===== config.mk =====
export PLATFORM = sky130hd
export DESIGN_NAME = controle_multiciclo
export DESIGN_NICKNAME = d
export VERILOG_FILES = /design/src/rtl/mips_pkg.sv /design/src/rtl/controle_multiciclo_saidas.sv /design/src/rtl/controle_multiciclo.sv
export SDC_FILE = /design/constraint.sdc
export NUM_CORES = 1
export LEC_CHECK = 0
export CORE_MARGIN = 2
export CORE_UTILIZATION = 50
export DETAILED_ROUTE_END_ITERATION = 16
export DONT_BUFFER_PORTS = 1
export PLACE_DENSITY = 0.68
export SYNTH_ARGS = -nofsm -noshare
export SYNTH_HDL_FRONTEND = slang
export SYNTH_HIERARCHICAL = 1
export SYNTH_SLANG_ARGS = --single-unit
export TNS_END_PERCENT = 30

===== constraint.sdc =====
create_clock -name clk -period 2.2 [get_ports clk]
set_clock_uncertainty 0.2 [all_clocks]
set_input_delay 0.11 -clock clk [delete_from_list [all_inputs] [get_ports clk]]
set_output_delay 0.11 -clock clk [all_outputs]
set_load 0.01 [all_outputs]

===== src/rtl/mips_pkg.sv =====
// Shared encodings for the multicycle MIPS control path:
// opcodes, FSM states, ALU and mux select codes, control word.
package mips_pkg;

    localparam logic [5:0] OP_RTYPE = 6'b000000;
    localparam logic [5:0] OP_LW    = 6'b100011;
    localparam logic [5:0] OP_SW    = 6'b101011;
    localparam logic [5:0] OP_BEQ   = 6'b000100;
    localparam logic [5:0] OP_J     = 6'b000010;

    typedef enum logic [3:0] {
        S_FETCH  = 4'd0,
        S_DECODE = 4'd1,
        S_MEMADR = 4'd2,
        S_MEMRD  = 4'd3,
        S_MEMWB  = 4'd4,
        S_MEMWR  = 4'd5,
        S_EXEC   = 4'd6,
        S_ALUWB  = 4'd7,
        S_BRANCH = 4'd8,
        S_JUMP   = 4'd9,
        S_HALT   = 4'd10
    } state_t;

    localparam logic [1:0] ALU_ADD   = 2'b00;
    localparam logic [1:0] ALU_SUB   = 2'b01;
    localparam logic [1:0] ALU_FUNCT = 2'b10;

    localparam logic [1:0] SRCB_B      = 2'b00;
    localparam logic [1:0] SRCB_4      = 2'b01;
    localparam logic [1:0] SRCB_IMM    = 2'b10;
    localparam logic [1:0] SRCB_IMM_SH = 2'b11;

    localparam logic [1:0] PCSRC_ALU = 2'b00;
    localparam logic [1:0] PCSRC_OUT = 2'b01;
    localparam logic [1:0] PCSRC_JMP = 2'b10;

    typedef struct packed {
        logic       pc_write;
        logic       pc_write_cond;
        logic [1:0] pc_source;
        logic       i_or_d;
        logic       mem_read;
        logic       mem_write;
        logic       ir_write;
        logic       reg_dst;
        logic       mem_to_reg;
        logic       reg_write;
        logic       alu_src_a;
        logic [1:0] alu_src_b;
        logic [1:0] alu_op;
    } ctrl_t;

    function automatic logic is_mem_op(input logic [5:0] op);
        return (op == OP_LW) || (op == OP_SW);
    endfunction

endpackage


===== src/rtl/controle_multiciclo_saidas.sv =====
// Combinational decoder from FSM state to datapath control word.
// Only FETCH's ir/pc writes look at the live memory handshake.
module controle_multiciclo_saidas
    import mips_pkg::*;
(
    input  state_t     state,
    input  logic       mem_ready,
    output ctrl_t      ctrl
);

    always_comb begin
        ctrl = '0;
        case (state)
            S_FETCH: begin
                ctrl.mem_read  = 1'b1;
                ctrl.i_or_d    = 1'b0;
                ctrl.alu_src_a = 1'b0;
                ctrl.alu_src_b = SRCB_4;
                ctrl.alu_op    = ALU_ADD;
                ctrl.pc_source = PCSRC_ALU;
                ctrl.ir_write  = mem_ready;
                ctrl.pc_write  = mem_ready;
            end
            S_DECODE: begin
                ctrl.alu_src_a = 1'b0;
                ctrl.alu_src_b = SRCB_IMM_SH;
                ctrl.alu_op    = ALU_ADD;
            end
            S_MEMADR: begin
                ctrl.alu_src_a = 1'b1;
                ctrl.alu_src_b = SRCB_IMM;
                ctrl.alu_op    = ALU_ADD;
            end
            S_MEMRD: begin
                ctrl.mem_read = 1'b1;
                ctrl.i_or_d   = 1'b1;
            end
            S_MEMWB: begin
                ctrl.reg_write  = 1'b1;
                ctrl.mem_to_reg = 1'b1;
                ctrl.reg_dst    = 1'b0;
            end
            S_MEMWR: begin
                ctrl.mem_write = 1'b1;
                ctrl.i_or_d    = 1'b1;
            end
            S_EXEC: begin
                ctrl.alu_src_a = 1'b1;
                ctrl.alu_src_b = SRCB_B;
                ctrl.alu_op    = ALU_FUNCT;
            end
            S_ALUWB: begin
                ctrl.reg_write  = 1'b1;
                ctrl.reg_dst    = 1'b1;
                ctrl.mem_to_reg = 1'b0;
            end
            S_BRANCH: begin
                ctrl.alu_src_a     = 1'b1;
                ctrl.alu_src_b     = SRCB_B;
                ctrl.alu_op        = ALU_SUB;
                ctrl.pc_write_cond = 1'b1;
                ctrl.pc_source     = PCSRC_OUT;
            end
            S_JUMP: begin
                ctrl.pc_write  = 1'b1;
                ctrl.pc_source = PCSRC_JMP;
            end
            default: ctrl = '0;
        endcase
    end

endmodule


===== src/rtl/controle_multiciclo.sv =====
// Multicycle MIPS control unit: next-state logic, sticky illegal
// flag, fetch counter; outputs forced low while reset is high.
module controle_multiciclo
    import mips_pkg::*;
#(
    parameter int CNT_W = 32
) (
    input  logic             clk,
    input  logic             reset,
    input  logic [5:0]       opcode,
    input  logic             zero,
    input  logic             mem_ready,
    output logic             pc_en,
    output logic [1:0]       pc_source,
    output logic             i_or_d,
    output logic             mem_read,
    output logic             mem_write,
    output logic             ir_write,
    output logic             reg_dst,
    output logic             mem_to_reg,
    output logic             reg_write,
    output logic             alu_src_a,
    output logic [1:0]       alu_src_b,
    output logic [1:0]       alu_op,
    output logic             illegal,
    output logic [3:0]       state,
    output logic [CNT_W-1:0] instr_count
);

    state_t           state_q;
    state_t           state_d;
    logic             illegal_q;
    logic             illegal_d;
    logic [CNT_W-1:0] instr_count_q;
    logic [CNT_W-1:0] instr_count_d;
    ctrl_t            ctrl;
    ctrl_t            ctrl_g;

    controle_multiciclo_saidas u_saidas (
        .state     (state_q),
        .mem_ready (mem_ready),
        .ctrl      (ctrl)
    );

    always_comb begin
        state_d = state_q;
        case (state_q)
            S_FETCH:  state_d = mem_ready ? S_DECODE : S_FETCH;
            S_DECODE: begin
                if (is_mem_op(opcode))
                    state_d = S_MEMADR;
                else if (opcode == OP_RTYPE)
                    state_d = S_EXEC;
                else if (opcode == OP_BEQ)
                    state_d = S_BRANCH;
                else if (opcode == OP_J)
                    state_d = S_JUMP;
                else
                    state_d = S_HALT;
            end
            S_MEMADR: state_d = (opcode == OP_SW) ? S_MEMWR : S_MEMRD;
            S_MEMRD:  state_d = mem_ready ? S_MEMWB : S_MEMRD;
            S_MEMWB:  state_d = S_FETCH;
            S_MEMWR:  state_d = mem_ready ? S_FETCH : S_MEMWR;
            S_EXEC:   state_d = S_ALUWB;
            S_ALUWB:  state_d = S_FETCH;
            S_BRANCH: state_d = S_FETCH;
            S_JUMP:   state_d = S_FETCH;
            S_HALT:   state_d = S_HALT;
            default:  state_d = S_FETCH;
        endcase
    end

    always_comb begin
        illegal_d = illegal_q;
        if (state_d == S_HALT)
            illegal_d = 1'b1;
        instr_count_d = instr_count_q;
        if (state_q == S_FETCH && mem_ready)
            instr_count_d = instr_count_q + {{(CNT_W-1){1'b0}}, 1'b1};
    end

    always_ff @(posedge clk or posedge reset) begin
        if (reset) begin
            state_q       <= S_FETCH;
            illegal_q     <= 1'b0;
            instr_count_q <= '0;
        end else begin
            state_q       <= state_d;
            illegal_q     <= illegal_d;
            instr_count_q <= instr_count_d;
        end
    end

    // Gate the whole control word so no request escapes during reset.
    always_comb begin
        ctrl_g = reset ? '0 : ctrl;
    end

    assign pc_en       = ctrl_g.pc_write | (ctrl_g.pc_write_cond & zero);
    assign pc_source   = ctrl_g.pc_source;
    assign i_or_d      = ctrl_g.i_or_d;
    assign mem_read    = ctrl_g.mem_read;
    assign mem_write   = ctrl_g.mem_write;
    assign ir_write    = ctrl_g.ir_write;
    assign reg_dst     = ctrl_g.reg_dst;
    assign mem_to_reg  = ctrl_g.mem_to_reg;
    assign reg_write   = ctrl_g.reg_write;
    assign alu_src_a   = ctrl_g.alu_src_a;
    assign alu_src_b   = ctrl_g.alu_src_b;
    assign alu_op      = ctrl_g.alu_op;
    assign illegal     = reset ? 1'b0 : illegal_q;
    assign state       = reset ? 4'd0 : state_q;
    assign instr_count = reset ? '0 : instr_count_q;

endmodule


==> results.md <==
* Die W at 74.62 um
* Crit path DAT at 2110 ps
* Required @ worst endpoint at 2150 ps
* Synthesized cell area at 0.002494 sq mm
* Relative slew slack at 69.20%
* Max-slew violation count at 0
* Unrepaired setup endpoints after global routing: yes
* Post-synthesis sequential area ratio at 37.13%
* Yosys reg bits at 37
* Post-synth top area cell: dfrtp_1
* Top-count cell post-synth: nor2b_1
* Initial antenna violation count at 0
* Number of synthesized flops with an enable pin at 0
* Final hold vios at 0
* DP Worst Slack at 107.0 ps
* DRC viols at 0
* Worst Hold Launch: mem_ready
* Final setup viols at 0
* Post-CTS setup buffers at 0
* Maximum clock frequency at 463.1 MHz
* Clk sinks at 37
* CTS root buffer: clkbuf_8
* Crit path launch: opcode[3]
* Vias per cell at 5.553
* Async S/R FF share, synth at 100.0%
* Top delay family on crit path: buffers and inverters
* CTS clk-pin slew, worst paths at 70 ps
* Post-Route WL at 5.185 mm
* First-pass GRT wire length at 8.418 mm
* GRT Residual Overflow at 0
* Via count at 1977
* Inserted Clock Buffers at 5
* Final Wtd Congestion at 0.8094
* IO Count at 62
* Outcome: finished, final reports clean
* Syn-to-layout area delta at 11.14%
* Synth unique cells at 46
* H-tree depth at 2
* Cell Pwr Density at 849.0 mW/mm^2
* Fin cells at 356
* Top post-synthesis cells by count: 46 x nor2b_1, 37 x dfrtp_1, 22 x xor2_1
* Fillers at 458
* P_leak at 0.001240 uW
* Max-Cap Viols at 0
* Slowest CP cell: dlygate4sd3_1
* CTS tree: done
* Die Y at 74.62 um
* Tcrit/Tclk final at 98.15%
* Multi-input logic area at 0.001450 sq mm
* CP Max Fanout at 3
* Largest net degree at the start of global routing at 54
* Top-area cell type share of the netlist area at 37.13%
* Die Area at 0.005568 sq mm
* Wire per inst at 14.56 um
* Critical Path Most Common Cell: dlygate4sd3_1
* Cell types occupying the most area after synthesis: dfrtp_1 37%, nor2b_1 12%, xor2_1 7.7%, xnor2_1 4.2%, nand2_1 3.0%
* Tmin final at 2159 ps
* FP Rows at 25
* Top FF cell, synth: dfrtp_1
* FF/Latch Area at 925.9 sq um
* CP Capture Type: flop
* Cells after DPL at 336
* Cell Chain, Critical Path: dlygate4sd3_1, nand2_1, dlygate4sd3_1, or3_1, a2111oi_1, a211oi_1
* Nets at 299
* YS warnings at 6
* Core footprint at 0.004755 sq mm
* Drt first pass iters at 4
* Layout cells sized above 1 at 11.07%
* GRT Util Overall at 19.67%
* Initial Util at 52.45%
* Vias in the first global route at 1779
* Worst Tran Pin Value at 461.5 ps
* Hpwl dp at 3.355 mm
* Worst Hold Class: input port to flop
* Critical path type: input port to flop
* I/O Buffers at 0
* Max rail drop VDD at 0.3801 mV
* Synth Instances at 278
* Ant. Diodes at 0
* Fin util at 58.29%
* Clk_lat worst skew at 290 ps
* Synthesized area per cell at 8.970 sq um
* Worst Setup Start Kind: input port
* Setup ws final at 40.69 ps
* Tot Pwr at 2353 uW
* FF-to-FF Start: state_q[0]$_DFF_PP0_
* Clock Path Buffers at 2
* Initial DRC Count at 100
* Max incr delay on CP at 550 ps
* Post-synth net total at 289
* ANT nets after route at 0
* CP bufs+invs at 2
[path summary, 6_finish.rpt]
kind / to / slack, ps / cells after the start
hold reg to reg: instr_count_q[29]$_DFFE_PP0P_ / 280 / 1
max in group asynchronous: instr_count_q[27]$_DFFE_PP0P_ / 1090 / 3
setup reg to reg: state_q[0]$_DFF_PP0_ / 110 / 5
hold / removal: instr_count_q[3]$_DFFE_PP0P_ / 20 / 3
min in group asynchronous: instr_count_q[3]$_DFFE_PP0P_ / 120 / 2
setup / recovery: illegal_q$_DFFE_PP0N_ / 40 / 6
[power by group]
part | leakage (uW) | switching [uW] | internal [uW]
Clock | 0.0000450 | 238 | 220
Combinational | 0.000706 | 558 | 460
Sequential | 0.000489 | 110 | 767
[flip-flops by register name, summed over array words and instances, names as in the netlist]
register / flops
illegal_q: 1
instr_count_q: 32
state_q: 4
[tightest hold or removal path, stage by stage]
cell	delay [ps]
and4_1	210
nand2_1	90
xnor2_1	60
[area by class of cell]
cell class | instances | share of cell area [%]
clock buffers | 6 | 2.619
flip-flops and latches | 37 | 33.41
well taps | 67 | 3.025
clock inverters | 2 | 0.3612
multi-input cells | 213 | 52.32
inverters | 9 | 1.219
repair buffers | 22 | 7.043
[cell usage in the layout (no fill, tap or decap), drive strengths merged, types with 4 or more instances in the layout]
cell type     n
and3          4
and4          5
buf          10
clkbuf        6
dfrtp        37
dlygate4sd3  12
inv           9
nand2        20
nand3         7
nand4        10
nor2         18
nor2b        46
nor3         11
nor3b         5
nor4         13
xnor2        12
xor2         22
[layer usage]
metal	wire [um]	vias to the layer above	share of wire, %	track usage [%]
met1	2480	938	48	28.46
met5	0	-	0	0
li1	-	976	-	-
met3	246	9	4.7	4.552
met2	2387	54	46	29.30
met4	70	0	1.4	6.548
[stage by stage]
| stage | area (sq um) | setup TNS, ps | hold slack, ps |
|---|---|---|---|
| finish | 2771 | 0 | 19.01 |
| global route | 2771 | -47.53 | 31.65 |
| global placement | 2540 | 0 | -164.4 |
| detailed placement | 2540 | 0 | -165.3 |
| CTS | 2733 | 0 | 1.264 |
| floorplan | 2494 | 0 | 66.41 |
[repair_timing]
item	CTS	global route
endpoints found under the setup margin	0	9
gates resized for setup	0	5
hold buffers	11	1
hold endpoints to repair	45	5
[logic make-up (layout without fill, tap and decap cells)]
| logic type | count (synthesis) | after routing | synth area share, % |
|---|---|---|---|
| buf+inv | 28 | 39 | 5.870 |
| compound gates | 16 | 16 | 4.968 |
| simple gates | 161 | 161 | 39.14 |
| xor+xnor | 34 | 34 | 11.94 |
| mux | 1 | 1 | 0.4515 |
| flops | 37 | 37 | 37.13 |
| fa+ha+maj | 1 | 1 | 0.5017 |
(Power assumes the default switching activity.)
